### src/rtl/ddr4_dm_lane_tx_ctrl_if.sv
`default_nettype none
// ============================================================================
// Module   : ddr4_dm_lane_tx_ctrl_if
// Purpose  : Mask-stream, ODT and delay-line signals between fabric, the DM
//            lane controller and the lane IOD wrapper.
// Revision : 1.0 - initial release
// ============================================================================
interface ddr4_dm_lane_tx_ctrl_if;
    logic       wr_mask_valid;
    logic [7:0] wr_mask;
    logic       wr_mask_ready;
    logic       rx_odt_req;
    logic [7:0] tx_data_0;
    logic [3:0] oe_data_0;
    logic       odt_en_0;
    logic       dl_req;
    logic       dl_load;
    logic       dl_dir;
    logic [7:0] dl_steps;
    logic       delay_line_out_of_range_0;
    logic       delay_line_move_0;
    logic       delay_line_direction_0;
    logic       delay_line_load_0;
    logic       dl_busy;
    logic       dl_done;
    logic       dl_err;
    logic [7:0] dl_steps_done;

    modport master (
        output wr_mask_valid, wr_mask, rx_odt_req,
        output dl_req, dl_load, dl_dir, dl_steps, delay_line_out_of_range_0,
        input  wr_mask_ready, tx_data_0, oe_data_0, odt_en_0,
        input  delay_line_move_0, delay_line_direction_0, delay_line_load_0,
        input  dl_busy, dl_done, dl_err, dl_steps_done
    );

    modport slave (
        input  wr_mask_valid, wr_mask, rx_odt_req,
        input  dl_req, dl_load, dl_dir, dl_steps, delay_line_out_of_range_0,
        output wr_mask_ready, tx_data_0, oe_data_0, odt_en_0,
        output delay_line_move_0, delay_line_direction_0, delay_line_load_0,
        output dl_busy, dl_done, dl_err, dl_steps_done
    );
endinterface
`default_nettype wire

### src/rtl/ddr4_dm_lane_tx_ctrl.sv
`default_nettype none
// ============================================================================
// Module   : ddr4_dm_lane_tx_ctrl
// Purpose  : DDR4 DM lane TX driver: BL8 mask bursts to TX/OE serializer words
//            with OE preamble/postamble, plus delay-line step sequencer.
// Revision : 1.0 - initial release
// ============================================================================
module ddr4_dm_lane_tx_ctrl #(
    parameter int unsigned PRE_CYCLES   = 2,
    parameter int unsigned POST_CYCLES  = 1,
    parameter logic [7:0]  IDLE_PATTERN = 8'h00,
    parameter int unsigned STEP_GAP     = 3
) (
    input  logic                   fab_clk,
    input  logic                   tx_sync_rst,
    ddr4_dm_lane_tx_ctrl_if.slave  bus
);

    localparam logic [2:0] c_pre_last  = 3'(PRE_CYCLES - 1);
    localparam logic [2:0] c_post_last = 3'(POST_CYCLES - 1);
    localparam logic [3:0] c_gap_last  = 4'(STEP_GAP - 1);

    // ------------------------------------------------------------------ TX --
    typedef enum logic [1:0] {
        TX_IDLE = 2'd0,
        TX_PRE  = 2'd1,
        TX_DATA = 2'd2,
        TX_POST = 2'd3
    } tx_state_t;

    tx_state_t  r_tx_state, w_tx_state_nxt;
    logic [2:0] r_tx_cnt, w_tx_cnt_nxt;
    logic       r_ready, w_ready_nxt;
    logic [7:0] r_tx_data;
    logic [3:0] r_oe;
    logic       r_odt;
    logic       w_accept;

    assign w_accept = bus.wr_mask_valid & r_ready;

    always_comb begin
        w_tx_state_nxt = r_tx_state;
        w_tx_cnt_nxt   = r_tx_cnt;
        case (r_tx_state)
            TX_IDLE: begin
                if (bus.wr_mask_valid) begin
                    w_tx_state_nxt = TX_PRE;
                    w_tx_cnt_nxt   = 3'd0;
                end
            end
            TX_PRE: begin
                // A preamble that ends without a burst falls into the postamble
                if (r_tx_cnt == c_pre_last) begin
                    w_tx_cnt_nxt   = 3'd0;
                    w_tx_state_nxt = w_accept ? TX_DATA : TX_POST;
                end else begin
                    w_tx_cnt_nxt = r_tx_cnt + 3'd1;
                end
            end
            TX_DATA: begin
                if (!w_accept) begin
                    w_tx_state_nxt = TX_POST;
                    w_tx_cnt_nxt   = 3'd0;
                end
            end
            TX_POST: begin
                if (w_accept) begin
                    w_tx_state_nxt = TX_DATA;
                end else if (r_tx_cnt == c_post_last) begin
                    w_tx_state_nxt = TX_IDLE;
                end else begin
                    w_tx_cnt_nxt = r_tx_cnt + 3'd1;
                end
            end
            default: w_tx_state_nxt = TX_IDLE;
        endcase
        w_ready_nxt = ((w_tx_state_nxt == TX_PRE) && (w_tx_cnt_nxt == c_pre_last)) ||
                      (w_tx_state_nxt == TX_DATA) || (w_tx_state_nxt == TX_POST);
    end

    always_ff @(posedge fab_clk) begin
        if (tx_sync_rst) begin
            r_tx_state <= TX_IDLE;
            r_tx_cnt   <= 3'd0;
            r_ready    <= 1'b0;
            r_tx_data  <= IDLE_PATTERN;
            r_oe       <= 4'h0;
            r_odt      <= 1'b0;
        end else begin
            r_tx_state <= w_tx_state_nxt;
            r_tx_cnt   <= w_tx_cnt_nxt;
            r_ready    <= w_ready_nxt;
            r_tx_data  <= w_accept ? bus.wr_mask : IDLE_PATTERN;
            r_oe       <= (w_tx_state_nxt != TX_IDLE) ? 4'hF : 4'h0;
            r_odt      <= bus.rx_odt_req & (w_tx_state_nxt == TX_IDLE);
        end
    end

    assign bus.wr_mask_ready = r_ready;
    assign bus.tx_data_0     = r_tx_data;
    assign bus.oe_data_0     = r_oe;
    assign bus.odt_en_0      = r_odt;

    // ---------------------------------------------------------- delay line --
    typedef enum logic [2:0] {
        DL_IDLE  = 3'd0,
        DL_SETUP = 3'd1,
        DL_LOADP = 3'd2,
        DL_PULSE = 3'd3,
        DL_GAP   = 3'd4,
        DL_END   = 3'd5
    } dl_state_t;

    dl_state_t  r_dl_state, w_dl_state_nxt;
    logic [3:0] r_gap_cnt, w_gap_cnt_nxt;
    logic [7:0] r_rem;
    logic       r_load_lat;
    logic       r_dir;
    logic       r_move;
    logic       r_load_pulse;
    logic       r_busy;
    logic       r_done;
    logic       r_err;
    logic [7:0] r_steps_done;
    logic       w_dl_abort;
    logic       w_dl_start;

    assign w_dl_start = (r_dl_state == DL_IDLE) & bus.dl_req;

    always_comb begin
        w_dl_state_nxt = r_dl_state;
        w_gap_cnt_nxt  = r_gap_cnt;
        w_dl_abort     = 1'b0;
        case (r_dl_state)
            DL_IDLE:  if (bus.dl_req) w_dl_state_nxt = DL_SETUP;
            DL_SETUP: begin
                if (r_load_lat)        w_dl_state_nxt = DL_LOADP;
                else if (r_rem == 8'd0) w_dl_state_nxt = DL_END;
                else                    w_dl_state_nxt = DL_PULSE;
            end
            DL_LOADP: w_dl_state_nxt = DL_END;
            DL_PULSE: begin
                w_dl_state_nxt = DL_GAP;
                w_gap_cnt_nxt  = 4'd0;
            end
            DL_GAP: begin
                // The IOD range flag is only trusted once the last move has settled
                if (r_gap_cnt == c_gap_last) begin
                    if (bus.delay_line_out_of_range_0) begin
                        w_dl_abort     = 1'b1;
                        w_dl_state_nxt = DL_END;
                    end else if (r_rem != 8'd0) begin
                        w_dl_state_nxt = DL_PULSE;
                    end else begin
                        w_dl_state_nxt = DL_END;
                    end
                end else begin
                    w_gap_cnt_nxt = r_gap_cnt + 4'd1;
                end
            end
            DL_END:   w_dl_state_nxt = DL_IDLE;
            default:  w_dl_state_nxt = DL_IDLE;
        endcase
    end

    always_ff @(posedge fab_clk) begin
        if (tx_sync_rst) begin
            r_dl_state   <= DL_IDLE;
            r_gap_cnt    <= 4'd0;
            r_rem        <= 8'd0;
            r_load_lat   <= 1'b0;
            r_dir        <= 1'b0;
            r_move       <= 1'b0;
            r_load_pulse <= 1'b0;
            r_busy       <= 1'b0;
            r_done       <= 1'b0;
            r_err        <= 1'b0;
            r_steps_done <= 8'd0;
        end else begin
            r_dl_state <= w_dl_state_nxt;
            r_gap_cnt  <= w_gap_cnt_nxt;
            if (w_dl_start) begin
                r_rem        <= bus.dl_steps;
                r_load_lat   <= bus.dl_load;
                r_dir        <= bus.dl_dir;
                r_err        <= 1'b0;
                r_steps_done <= 8'd0;
            end else begin
                if (w_dl_state_nxt == DL_PULSE) begin
                    r_rem <= r_rem - 8'd1;
                    if (r_steps_done != 8'hFF) r_steps_done <= r_steps_done + 8'd1;
                end
                if (w_dl_abort) r_err <= 1'b1;
                if (w_dl_state_nxt == DL_IDLE) r_dir <= 1'b0;
            end
            r_move       <= (w_dl_state_nxt == DL_PULSE);
            r_load_pulse <= (w_dl_state_nxt == DL_LOADP);
            r_busy       <= (w_dl_state_nxt != DL_IDLE);
            r_done       <= (w_dl_state_nxt == DL_END);
        end
    end

    assign bus.delay_line_move_0      = r_move;
    assign bus.delay_line_direction_0 = r_dir;
    assign bus.delay_line_load_0      = r_load_pulse;
    assign bus.dl_busy                = r_busy;
    assign bus.dl_done                = r_done;
    assign bus.dl_err                 = r_err;
    assign bus.dl_steps_done          = r_steps_done;

endmodule
`default_nettype wire

### src/flat_wrapper.sv
// flat-port wrapper written by rule: the top's interface ports become plain ports
module ddr4_dm_lane_tx_ctrl_flat 
#(
    parameter int unsigned PRE_CYCLES   = 2,
    parameter int unsigned POST_CYCLES  = 1,
    parameter logic [7:0]  IDLE_PATTERN = 8'h00,
    parameter int unsigned STEP_GAP     = 3
)
  (fab_clk, tx_sync_rst, bus_wr_mask_valid, bus_wr_mask, bus_rx_odt_req, bus_dl_req, bus_dl_load, bus_dl_dir, bus_dl_steps, bus_delay_line_out_of_range_0, bus_wr_mask_ready, bus_tx_data_0, bus_oe_data_0, bus_odt_en_0, bus_delay_line_move_0, bus_delay_line_direction_0, bus_delay_line_load_0, bus_dl_busy, bus_dl_done, bus_dl_err, bus_dl_steps_done);
  ddr4_dm_lane_tx_ctrl_if bus_i ();
  input  logic fab_clk;
  input  logic tx_sync_rst;
  input wire logic [$bits(bus_i.wr_mask_valid)-1:0] bus_wr_mask_valid;
  input wire logic [$bits(bus_i.wr_mask)-1:0] bus_wr_mask;
  input wire logic [$bits(bus_i.rx_odt_req)-1:0] bus_rx_odt_req;
  input wire logic [$bits(bus_i.dl_req)-1:0] bus_dl_req;
  input wire logic [$bits(bus_i.dl_load)-1:0] bus_dl_load;
  input wire logic [$bits(bus_i.dl_dir)-1:0] bus_dl_dir;
  input wire logic [$bits(bus_i.dl_steps)-1:0] bus_dl_steps;
  input wire logic [$bits(bus_i.delay_line_out_of_range_0)-1:0] bus_delay_line_out_of_range_0;
  output wire logic [$bits(bus_i.wr_mask_ready)-1:0] bus_wr_mask_ready;
  output wire logic [$bits(bus_i.tx_data_0)-1:0] bus_tx_data_0;
  output wire logic [$bits(bus_i.oe_data_0)-1:0] bus_oe_data_0;
  output wire logic [$bits(bus_i.odt_en_0)-1:0] bus_odt_en_0;
  output wire logic [$bits(bus_i.delay_line_move_0)-1:0] bus_delay_line_move_0;
  output wire logic [$bits(bus_i.delay_line_direction_0)-1:0] bus_delay_line_direction_0;
  output wire logic [$bits(bus_i.delay_line_load_0)-1:0] bus_delay_line_load_0;
  output wire logic [$bits(bus_i.dl_busy)-1:0] bus_dl_busy;
  output wire logic [$bits(bus_i.dl_done)-1:0] bus_dl_done;
  output wire logic [$bits(bus_i.dl_err)-1:0] bus_dl_err;
  output wire logic [$bits(bus_i.dl_steps_done)-1:0] bus_dl_steps_done;
  assign bus_i.wr_mask_valid = bus_wr_mask_valid;
  assign bus_i.wr_mask = bus_wr_mask;
  assign bus_i.rx_odt_req = bus_rx_odt_req;
  assign bus_i.dl_req = bus_dl_req;
  assign bus_i.dl_load = bus_dl_load;
  assign bus_i.dl_dir = bus_dl_dir;
  assign bus_i.dl_steps = bus_dl_steps;
  assign bus_i.delay_line_out_of_range_0 = bus_delay_line_out_of_range_0;
  assign bus_wr_mask_ready = bus_i.wr_mask_ready;
  assign bus_tx_data_0 = bus_i.tx_data_0;
  assign bus_oe_data_0 = bus_i.oe_data_0;
  assign bus_odt_en_0 = bus_i.odt_en_0;
  assign bus_delay_line_move_0 = bus_i.delay_line_move_0;
  assign bus_delay_line_direction_0 = bus_i.delay_line_direction_0;
  assign bus_delay_line_load_0 = bus_i.delay_line_load_0;
  assign bus_dl_busy = bus_i.dl_busy;
  assign bus_dl_done = bus_i.dl_done;
  assign bus_dl_err = bus_i.dl_err;
  assign bus_dl_steps_done = bus_i.dl_steps_done;
  ddr4_dm_lane_tx_ctrl #(.PRE_CYCLES(PRE_CYCLES), .POST_CYCLES(POST_CYCLES), .IDLE_PATTERN(IDLE_PATTERN), .STEP_GAP(STEP_GAP)) u_core (.fab_clk(fab_clk), .tx_sync_rst(tx_sync_rst), .bus(bus_i));
endmodule
### config.mk
export PLATFORM = sky130hd
export DESIGN_NAME = ddr4_dm_lane_tx_ctrl_flat
export DESIGN_NICKNAME = d
export VERILOG_FILES = /design/src/rtl/ddr4_dm_lane_tx_ctrl_if.sv /design/src/rtl/ddr4_dm_lane_tx_ctrl.sv /design/src/flat_wrapper.sv
export SDC_FILE = /design/constraint.sdc
export NUM_CORES = 1
export LEC_CHECK = 0
export BUFFER_PORTS_ARGS = -buffer_cell sky130_fd_sc_hd__buf_2
export CORE_UTILIZATION = 55
export DETAILED_ROUTE_END_ITERATION = 10
export PLACE_DENSITY = 0.81
export SYNTH_ARGS = -nofsm -noshare
export SYNTH_HDL_FRONTEND = slang
export SYNTH_SLANG_ARGS = --single-unit
### constraint.sdc
create_clock -name fab_clk -period 4.05 [get_ports fab_clk]
set_input_delay 0.81 -clock fab_clk [delete_from_list [all_inputs] [get_ports fab_clk]]
set_output_delay 0.81 -clock fab_clk [all_outputs]
set_load 0.03 [all_outputs]
==> impl_metrics.env, run 1 <==
export IMPL_timing_max_cap_violations=0
export IMPL_crit_buf_inv=1
export IMPL_hp_start="u_core.bus.dl_err"
export IMPL_dpl_hpwl_um=3554
export IMPL_status="completed"
export IMPL_row_count=22
export IMPL_finalSetupTns_ns=0
export IMPL_synth_area_um2=2251
export IMPL_grt_remaining_overflow=0
export IMPL_p_per_area_nw_per_um2=614.2
export IMPL_end_kind="flop"
export IMPL_viasPerCell=5.740
export IMPL_insertion_delay_ns=0.30
export IMPL_arrival_ns=2.55
export IMPL_synthToLayoutAreaGrowth_pct=15.90
export IMPL_yosysTopAreaCell="dfxtp_1"
export IMPL_antenna_found_initial=0
export IMPL_first_iter_violations=99
export IMPL_grt_max_degree=33
export IMPL_final_nets=336
export IMPL_numCtsBuffers=5
export IMPL_placed_cells=346
export IMPL_rr_startpoint="u_core.r_gap_cnt[0]"
export IMPL_hold_depth=2
export IMPL_place_area_um2=2499
export IMPL_initial_core_util_pct=59.26
export IMPL_rr_worst_depth=7
export IMPL_wl_per_cell_um=13.69
export IMPL_drive_above_1_share_pct=24.84
export IMPL_slew_headroom_pct=62.73
export IMPL_synth_nets=291
export IMPL_grt_usage_pct=23.30
export IMPL_crit_type="reg2reg"
export IMPL_min_period_ns=2.328
export IMPL_synthFlopType="dfxtp_1"
export IMPL_netlist_instances=260
export IMPL_gp_congestion=0.8663
export IMPL_max_stage_delay_ns=0.53
export IMPL_grt_pass1_vias=1762
export IMPL_avgSynthCellArea_um2=8.657
export IMPL_n_antenna_cell=0
export IMPL_holdBufCountCts=0
export IMPL_yosys_top_cells_count="46 x dfxtp_1, 31 x nor2_1, 22 x nand2_1"
export IMPL_leakagePower_nw=1.112
export IMPL_setup_violations=0
export IMPL_regArea_um2=920.9
export IMPL_ys_ff_latch=46
export IMPL_fin_ws_ns=1.722
export IMPL_synthArstFlopShare_pct=0
export IMPL_grt_pass1_wl_um=7741
export IMPL_path_cells="inv_1 -> ha_1 -> nor3b_1 -> nand2_1 -> and2_1 -> or4_4 -> a311oi_2"
export IMPL_multiInputGateArea_um2=1221
export IMPL_instances_no_fill=354
export IMPL_critical_path_top_delay_family="simple AND/OR/NAND/NOR gates"
export IMPL_hp_class="reg2reg"
export IMPL_crit_path_start_kind="flop"
export IMPL_cts_htree_levels=2
export IMPL_max_clock_path_buffers=2
export IMPL_fmax_mhz=429.6
export IMPL_fp_dieArea_um2=4353
export IMPL_crit_fanout=15
export IMPL_skew_ns=0.004340
export IMPL_dr_pass1_iters=4
export IMPL_post_cts_resize_count=0
export IMPL_clock_sinks=46
export IMPL_path_clk_slew_ns=0.09
export IMPL_drc_errors=0
export IMPL_fillers=328
export IMPL_die_w_um=65.98
export IMPL_cts_setup_buffers=0
export IMPL_synth_top_area_share_pct=40.91
export IMPL_cp_startpoint="u_core.r_gap_cnt[0]"
export IMPL_reg2reg_to="u_core.r_rem[5]"
export IMPL_peakVddDrop_mv=0.3605
export IMPL_dp_slack_ns=1.536
export IMPL_synth_cell_types=56
export IMPL_tightestPinTransition_ns=0.5590
export IMPL_core_um2=3799
export IMPL_slew_violations=0
export IMPL_crit_required_ns=4.27
export IMPL_wl_um=4847
export IMPL_rsz0062_at_grt="false"
export IMPL_cts_tree="done"
export IMPL_root_buffer="clkbuf_8"
export IMPL_r2r_slack_ns=1.72
export IMPL_hold_path_end="u_core.bus.dl_err"
export IMPL_netlist_top_cells_area="dfxtp_1 41%, nor2_1 5.2%, ha_1 3.9%"
export IMPL_final_cell_area_um2=2609
export IMPL_drtAntennaViolNets=0
export IMPL_yosysSeqAreaShare_pct=40.91
export IMPL_hold_viol=0
export IMPL_vias=2032
export IMPL_synth_enable_flop_cells=0
export IMPL_synth_most_common_cell="dfxtp_1"
export IMPL_crit_path_top_delay_cell="or4_4"
export IMPL_io_buffers=51
export IMPL_fp_dieH_um=65.98
export IMPL_yosysWarnings=0
export IMPL_period_share_pct=57.47
export IMPL_io_pins=52
[per-layer routing]
| layer | track usage, % | share of wire [%] | vias to the layer above |
|---|---|---|---|
| li1 | - | - | 1025 |
| met1 | 28.77 | 44 | 944 |
| met2 | 37.88 | 49 | 54 |
| met3 | 6.207 | 4.7 | 9 |
| met4 | 10.11 | 2.0 | 0 |
| met5 | 0 | 0 | - |
[cell families after synthesis]
family | share of synthesized area, %
mux | 2.224
fa+ha+maj | 3.891
buf+inv | 4.835
simple gates | 28.68
compound gates | 18.68
xor+xnor | 0.7784
flops | 40.91
[cell usage in the layout (no fill, tap or decap), types with 4 or more instances in the layout]
cell type,count
inv_1,9
and2_1,9
nor3_1,13
a21oi_1,14
nand3_1,7
mux2i_1,5
clkbuf_8,5
dfxtp_1,46
or2_2,5
a211oi_1,4
nand2_1,22
a311oi_1,5
buf_2,51
nor2_1,31
ha_1,7
o21ai_0,7
a31oi_1,6
or3_1,5
[area by class of cell]
class | instances | share of cell area (%)
multi-input combinational | 191 | 46.81
sequential | 46 | 35.30
timing repair buffer | 52 | 10.07
clock buffer | 6 | 2.782
tap | 48 | 2.302
clock inverter | 2 | 1.439
inverter | 9 | 1.295
[stage by stage]
step / hold slack, ns / total power [mW] / utilization (%)
4_1_cts: 0.4494 / 1.602 / 68.68
2_1_floorplan: 0.4450 / 1.137 / -
6_report: 0.4489 / 1.602 / 68.68
3_5_place_dp: 0.4364 / 1.264 / 65.78
5_1_grt: 0.4891 / 1.707 / 68.68
3_3_place_gp: 0.4291 / 1.243 / 65.78
[power by group]
part	switching [mW]	internal [mW]	leakage, nW	total (mW)
registers	0.0767	0.523	0.375	0.600
logic	0.405	0.259	0.686	0.664
clock network	0.155	0.184	0.0514	0.339
[tightest hold or removal path, delay by kind of cell (launching register included)]
kind / cells / cell delay (ns)
buffers and inverters: 1 / 0.05
DFF: 1 / 0.31
AOI/OAI and AO/OA: 1 / 0.05
[worst max-delay path by stage]
stage,to,slack (ns),depth (start not counted)
finish,u_core.r_rem[5],1.72,7
global route,u_core.r_rem[5],1.56,7
global placement,u_core.r_rem[5],1.60,6
CTS,u_core.r_rem[5],1.72,7
floorplan,u_core.r_rem[5],1.84,5
detailed placement,u_core.r_rem[5],1.54,6
[state kept, by name, indices dropped and copies added (netlist names)]
name,flops
u_core.r_tx_state,2
u_core.bus.delay_line_move_0,1
u_core.bus.delay_line_direction_0,1
u_core.bus.dl_busy,1
u_core.bus.odt_en_0,1
u_core.r_dl_state,3
u_core.r_tx_cnt,3
u_core.bus.oe_data_0,1
u_core.r_rem,8
u_core.bus.dl_steps_done,8
u_core.bus.wr_mask_ready,1
u_core.bus.dl_done,1
u_core.bus.delay_line_load_0,1
u_core.r_gap_cnt,4
u_core.bus.dl_err,1
u_core.r_load_lat,1
u_core.bus.tx_data_0,8
Power figures use the tool's default switching activity.
==> run 2, diff against run 1 <==
--- a/config.mk
+++ b/config.mk
@@ -6,9 +6,9 @@
 export NUM_CORES = 1
 export LEC_CHECK = 0
 export BUFFER_PORTS_ARGS = -buffer_cell sky130_fd_sc_hd__buf_2
-export CORE_UTILIZATION = 55
+export CORE_UTILIZATION = 48
 export DETAILED_ROUTE_END_ITERATION = 10
-export PLACE_DENSITY = 0.81
+export PLACE_DENSITY = 0.75
 export SYNTH_ARGS = -nofsm -noshare
 export SYNTH_HDL_FRONTEND = slang
 export SYNTH_SLANG_ARGS = --single-unit
==> constraint.sdc (replaced) <==
create_clock -name fab_clk -period 2.05 [get_ports fab_clk]
set_input_delay 0.41 -clock fab_clk [delete_from_list [all_inputs] [get_ports fab_clk]]
set_output_delay 0.41 -clock fab_clk [all_outputs]
set_load 0.03 [all_outputs]
==> impl_metrics.env, run 2 (synthesis results as in run 1) <==
export IMPL_status="finished with violations"
export IMPL_failed_checks="DRC"
export IMPL_min_period_ns=1.966
export IMPL_numCtsBuffers=5
export IMPL_place_area_um2=2654
export IMPL_grt_pass1_wl_um=9045
export IMPL_root_buffer="clkbuf_8"
export IMPL_io_buffers=51
export IMPL_holdWs_ns=0.3072
export IMPL_fillers=393
export IMPL_crit_path_start_kind="flop"
export IMPL_first_iter_violations=179
export IMPL_timing_max_cap_violations=0
export IMPL_initial_core_util_pct=50.65
export IMPL_drc_errors=2
export IMPL_row_count=24
export IMPL_cts_htree_levels=2
export IMPL_vias=2105
export IMPL_layout_common_cells="51 x buf_2, 42 x dfxtp_1, 30 x nor2_1"
export IMPL_crit_fanout=9
export IMPL_wl_per_cell_um=13.96
export IMPL_tightestPinTransition_ns=0.4720
export IMPL_r2r_slack_ns=0.08
export IMPL_fin_ws_ns=0.08440
export IMPL_fp_dieArea_um2=4967
export IMPL_path_clk_slew_ns=0.09
export IMPL_cp_endpoint="u_core.bus.dl_steps_done[4]"
export IMPL_rr_worst_depth=6
export IMPL_antenna_found_initial=0
export IMPL_final_cell_area_um2=2854
export IMPL_hp_class="in2reg"
export IMPL_fp_dieH_um=70.48
export IMPL_n_antenna_cell=0
export IMPL_finalSetupTns_ns=0
export IMPL_peakVddDrop_mv=0.6743
export IMPL_viasPerCell=5.539
export IMPL_drive_above_1_share_pct=34.76
export IMPL_grt_remaining_overflow=0
export IMPL_rr_startpoint="u_core.r_dl_state[0]"
export IMPL_p_per_area_nw_per_um2=1221
export IMPL_grt_usage_pct=22.55
export IMPL_synthToLayoutAreaGrowth_pct=26.79
export IMPL_wl_um=5303
export IMPL_clock_sinks=46
export IMPL_instances_no_fill=380
export IMPL_dpl_hpwl_um=3813
export IMPL_cts_tree="done"
export IMPL_dp_slack_ns=0.01891
export IMPL_arrival_ns=2.20
export IMPL_max_clock_path_buffers=2
export IMPL_reg2reg_to="u_core.bus.dl_steps_done[4]"
export IMPL_period_share_pct=95.88
export IMPL_gp_congestion=0.8426
export IMPL_final_core_util_pct=64.22
export IMPL_cp_startpoint="u_core.r_dl_state[0]"
export IMPL_hold_viol=0
export IMPL_leakagePower_nw=1.236
export IMPL_crit_required_ns=2.29
export IMPL_skew_ns=0.003802
export IMPL_die_w_um=70.48
export IMPL_core_um2=4444
export IMPL_setup_violations=0
export IMPL_io_pins=52
export IMPL_end_kind="flop"
export IMPL_final_nets=358
export IMPL_crit_type="reg2reg"
export IMPL_slew_headroom_pct=68.53
export IMPL_slew_violations=0
export IMPL_grt_pass1_vias=2019
export IMPL_final_common_cell="buf_2"
export IMPL_placed_cells=370
export IMPL_insertion_delay_ns=0.30
export IMPL_grt_max_degree=27
export IMPL_fmax_mhz=508.8
export IMPL_dr_pass1_iters=8
export IMPL_p_total_mw=3.484
export IMPL_drtAntennaViolNets=0
run 2: cell type report:
class                   instances  area [um^2]  area share (%)
well taps                      52        65.06           2.280
clock buffers                   6        72.57           2.543
clock inverters                 2        37.54           1.315
repair buffers                 74        435.4           15.26
flip-flops and latches         46        925.9           32.44
multi-input cells             191         1284           44.98
inverters                       9        33.78           1.184
run 2: timing repair:
item | in CTS | in global routing
buffers inserted | 1 | 1
pin swaps | 1 | 6
setup endpoints to repair | 1 | 18
hold buffers | 0 | 0
gates resized for setup | 4 | 18
run 2: power by group:
| group | switching [mW] | internal (mW) |
|---|---|---|
| clock | 0.313 | 0.364 |
| sequential | 0.134 | 1.04 |
| combinational | 0.887 | 0.748 |
| total | 1.33 | 2.15 |
run 2: worst max-delay path, cell delays in order (launching register included):
cell	delay, ns
dfxtp_1	0.53
nand2b_1	0.12
o32a_1	0.22
and2_1	0.21
buf_4	0.17
or4_4	0.52
a21oi_2	0.14
run 2: how the worst min path moves through the flow:
| stage | startpoint | endpoint | slack [ns] | cells past startpoint |
|---|---|---|---|---|
| CTS | bus_wr_mask[1] | u_core.bus.tx_data_0[1] | 0.30 | 2 |
| global placement | u_core.bus.dl_err | u_core.bus.dl_err | 0.43 | 2 |
| floorplan | u_core.r_rem[1] | u_core.r_rem[1] | 0.44 | 2 |
| finish | bus_wr_mask[1] | u_core.bus.tx_data_0[1] | 0.31 | 2 |
| global route | bus_wr_mask[1] | u_core.bus.tx_data_0[1] | 0.31 | 2 |
| detailed placement | u_core.bus.dl_err | u_core.bus.dl_err | 0.43 | 2 |
run 2: metal layers:
metal	vias up	GRT usage, %	wire length (um)
li1	1068	-	-
met1	980	29.49	2332
met2	49	37.11	2667
met3	8	3.896	230
met4	0	8.390	72
met5	-	0	0
==> run 3, diff against run 2 <==
--- a/config.mk
+++ b/config.mk
@@ -5,10 +5,11 @@
 export SDC_FILE = /design/constraint.sdc
 export NUM_CORES = 1
 export LEC_CHECK = 0
+export ABC_AREA = 1
 export BUFFER_PORTS_ARGS = -buffer_cell sky130_fd_sc_hd__buf_2
-export CORE_UTILIZATION = 48
+export CORE_UTILIZATION = 49
 export DETAILED_ROUTE_END_ITERATION = 10
-export PLACE_DENSITY = 0.75
+export PLACE_DENSITY = 0.76
 export SYNTH_ARGS = -nofsm -noshare
 export SYNTH_HDL_FRONTEND = slang
 export SYNTH_SLANG_ARGS = --single-unit
==> impl_metrics.env, run 3 <==
export IMPL_reg2reg_to="u_core.r_rem[6]"
export IMPL_synthArstFlopShare_pct=0
export IMPL_fp_dieH_um=72.33
export IMPL_dr_pass1_iters=4
export IMPL_fp_dieArea_um2=5232
export IMPL_final_core_util_pct=58.97
export IMPL_instances_no_fill=454
export IMPL_intPower_mw=2.058
export IMPL_slew_violations=0
export IMPL_p_clk_share_pct=18.6
export IMPL_placed_cells=447
export IMPL_path_cells="inv_1 -> ha_1 -> nand2_1 -> nor2_2 -> nand3_1 -> nand2_1 -> nand2_2 -> nand2_4 -> nand2_8 -> nor2_1 -> nor2_1"
export IMPL_end_kind="flop"
export IMPL_io_buffers=51
export IMPL_dpl_hpwl_um=3521
export IMPL_ys_ff_latch=46
export IMPL_rr_startpoint="u_core.r_rem[1]"
export IMPL_cts_setup_buffers=0
export IMPL_critical_path_top_delay_family="simple AND/OR/NAND/NOR gates"
export IMPL_drtAntennaViolNets=0
export IMPL_vias=2209
export IMPL_status="completed"
export IMPL_peakVddDrop_mv=0.7724
export IMPL_skew_ns=0.009029
export IMPL_root_buffer="clkbuf_8"
export IMPL_hold_viol=0
export IMPL_row_count=25
export IMPL_crit_path_start_kind="flop"
export IMPL_crit_type="reg2reg"
export IMPL_crit_path_top_delay_cell="dfxtp_1"
export IMPL_grt_pass1_wl_um=8100
export IMPL_yosysWarnings=0
export IMPL_drc_errors=0
export IMPL_rr_worst_depth=11
export IMPL_grt_usage_pct=19.54
export IMPL_cts_tree="done"
export IMPL_synth_top_area_share_pct=38.00
export IMPL_p_switching_mw=1.579
export IMPL_yosysSeqAreaShare_pct=38.00
export IMPL_grt_max_degree=18
export IMPL_timing_max_cap_violations=0
export IMPL_insertion_delay_ns=0.29
export IMPL_yosys_top_cells_count="76 x nand2_1, 46 x dfxtp_1, 46 x inv_1"
export IMPL_clock_sinks=46
export IMPL_seq_power_share_pct=33.0
export IMPL_first_iter_violations=112
export IMPL_tightestPinTransition_ns=0.3712
export IMPL_combPwrFrac_pct=48.4
export IMPL_core_um2=4755
export IMPL_period_share_pct=87.70
export IMPL_grt_pass1_vias=1899
export IMPL_wl_per_cell_um=10.46
export IMPL_die_w_um=72.33
export IMPL_io_pins=52
export IMPL_r2r_slack_ns=0.25
export IMPL_max_stage_delay_ns=0.32
export IMPL_synth_cell_types=37
export IMPL_final_common_cell="nand2_1"
export IMPL_hold_depth=3
export IMPL_finalSetupTns_ns=0
export IMPL_numCtsBuffers=5
export IMPL_leakagePower_nw=1.373
export IMPL_n_antenna_cell=0
export IMPL_synthToLayoutAreaGrowth_pct=15.69
export IMPL_netlist_top_cells_area="dfxtp_1 38%, nand2_1 12%, inv_1 7.1%"
export IMPL_slew_headroom_pct=75.04
export IMPL_swShare_pct=43.40
export IMPL_initial_core_util_pct=50.97
export IMPL_hold_path_end="u_core.bus.tx_data_0[6]"
export IMPL_cts_htree_levels=2
export IMPL_synth_nets=367
export IMPL_yosysTopAreaCell="dfxtp_1"
export IMPL_hp_class="in2reg"
export IMPL_fillers=471
export IMPL_antenna_found_initial=0
export IMPL_arrival_ns=1.99
export IMPL_synth_most_common_cell="nand2_1"
export IMPL_wl_um=4751
export IMPL_synth_enable_flop_cells=0
export IMPL_rsz0062_at_grt="false"
export IMPL_path_clk_slew_ns=0.09
export IMPL_post_cts_resize_count=0
export IMPL_max_clock_path_buffers=2
export IMPL_crit_required_ns=2.25
export IMPL_layout_common_cells="76 x nand2_1, 51 x buf_2, 46 x inv_1, 46 x dfxtp_1, 41 x nor2_1"
export IMPL_synthFlopType="dfxtp_1"
export IMPL_fmax_mhz=556.3
export IMPL_gp_congestion=0.8361
export IMPL_crit_fanout=12
export IMPL_avgSynthCellArea_um2=7.213
export IMPL_viasPerCell=4.866
export IMPL_min_period_ns=1.798
export IMPL_crit_buf_inv=1
export IMPL_grt_remaining_overflow=0
export IMPL_hp_start="bus_wr_mask[6]"
export IMPL_p_per_area_nw_per_um2=1297
export IMPL_drive_above_1_share_pct=22.74
export IMPL_synth_area_um2=2424
export IMPL_final_nets=418
export IMPL_setup_violations=0
export IMPL_holdBufCountCts=0
export IMPL_netlist_instances=336
[run 3: cell count changes after synthesis, sizes merged, moves of 7 or more]
cell,change
a21oi,+10
nor2,+13
nand3,+17
and2,-9
nor3,-7
nand2,+65
nand4,+8
inv,+38
[run 3: cells by family (layout without fill, tap and decap cells)]
kind of cell             Yosys count  in the layout  share of synthesized area, %
adder cells (fa/ha/maj)            7              7                         3.614
buffers and inverters             57            108                         11.00
AO/OA/AOI/OAI                     44             44                         10.79
XOR/XNOR                           6              6                         2.169
AND/OR/NAND/NOR                  176            176                         34.44
flip-flops                        46             46                         38.00
[run 3: layout make-up]
class                           count  area (um^2)  share of cell area (%)
Multi-Input combinational cell    233         1236                   44.09
Inverter                           48        180.2                   6.426
Clock buffer                        6        82.58                   2.945
Sequential cell                    46        920.9                   32.84
Clock inverter                      1        30.03                   1.071
Tap cell                           67        83.83                   2.990
Timing Repair Buffer               53        270.3                   9.639
[run 3: power by group through the flow]
stage	Combinational, mW	Clock [mW]	Sequential [mW]
2_1_floorplan	1.44	0	1.27
3_3_place_gp	1.73	0	1.21
3_5_place_dp	1.76	0	1.22
4_1_cts	1.77	0.691	1.20
5_1_grt	2.00	0.730	1.23
6_report	1.76	0.678	1.20
[run 3: tightest hold or removal path, cell delays in order]
cell    delay, ns
buf_2        0.09
inv_1        0.04
nor2_1       0.03
[run 3: worst max-delay path by stage]
stage               slack, ns  cells past startpoint                           to                   startpoint
floorplan                0.51                      7  u_core.bus.dl_steps_done[5]  u_core.bus.dl_steps_done[0]
global placement         0.33                     11              u_core.r_rem[6]              u_core.r_rem[0]
detailed placement       0.28                     11              u_core.r_rem[6]              u_core.r_rem[1]
CTS                      0.25                     11              u_core.r_rem[6]              u_core.r_rem[1]
global route             0.05                     11              u_core.r_rem[6]              u_core.r_rem[0]
finish                   0.25                     11              u_core.r_rem[6]              u_core.r_rem[1]
[run 3: routing by layer]
| layer | global-route usage, % | vias up | wire length (um) |
|---|---|---|---|
| li1 | - | 1169 | - |
| met2 | 33.64 | 48 | 2293 |
| met3 | 4.444 | 4 | 184 |
| met5 | 0 | - | 0 |
| met1 | 24.25 | 988 | 2232 |
| met4 | 5.882 | 0 | 40 |
[run 3: metrics by stage]
stage	total power [mW]	cell area [um^2]	setup WS, ns	hold slack, ns
3_5_place_dp	2.979	2691	0.2785	0.4561
4_1_cts	3.662	2804	0.2520	0.3205
5_1_grt	3.962	2804	0.05437	0.3146
2_1_floorplan	2.716	2424	0.5135	0.4445
6_report	3.637	2804	0.2522	0.3267
3_3_place_gp	2.947	2691	0.3339	0.4433
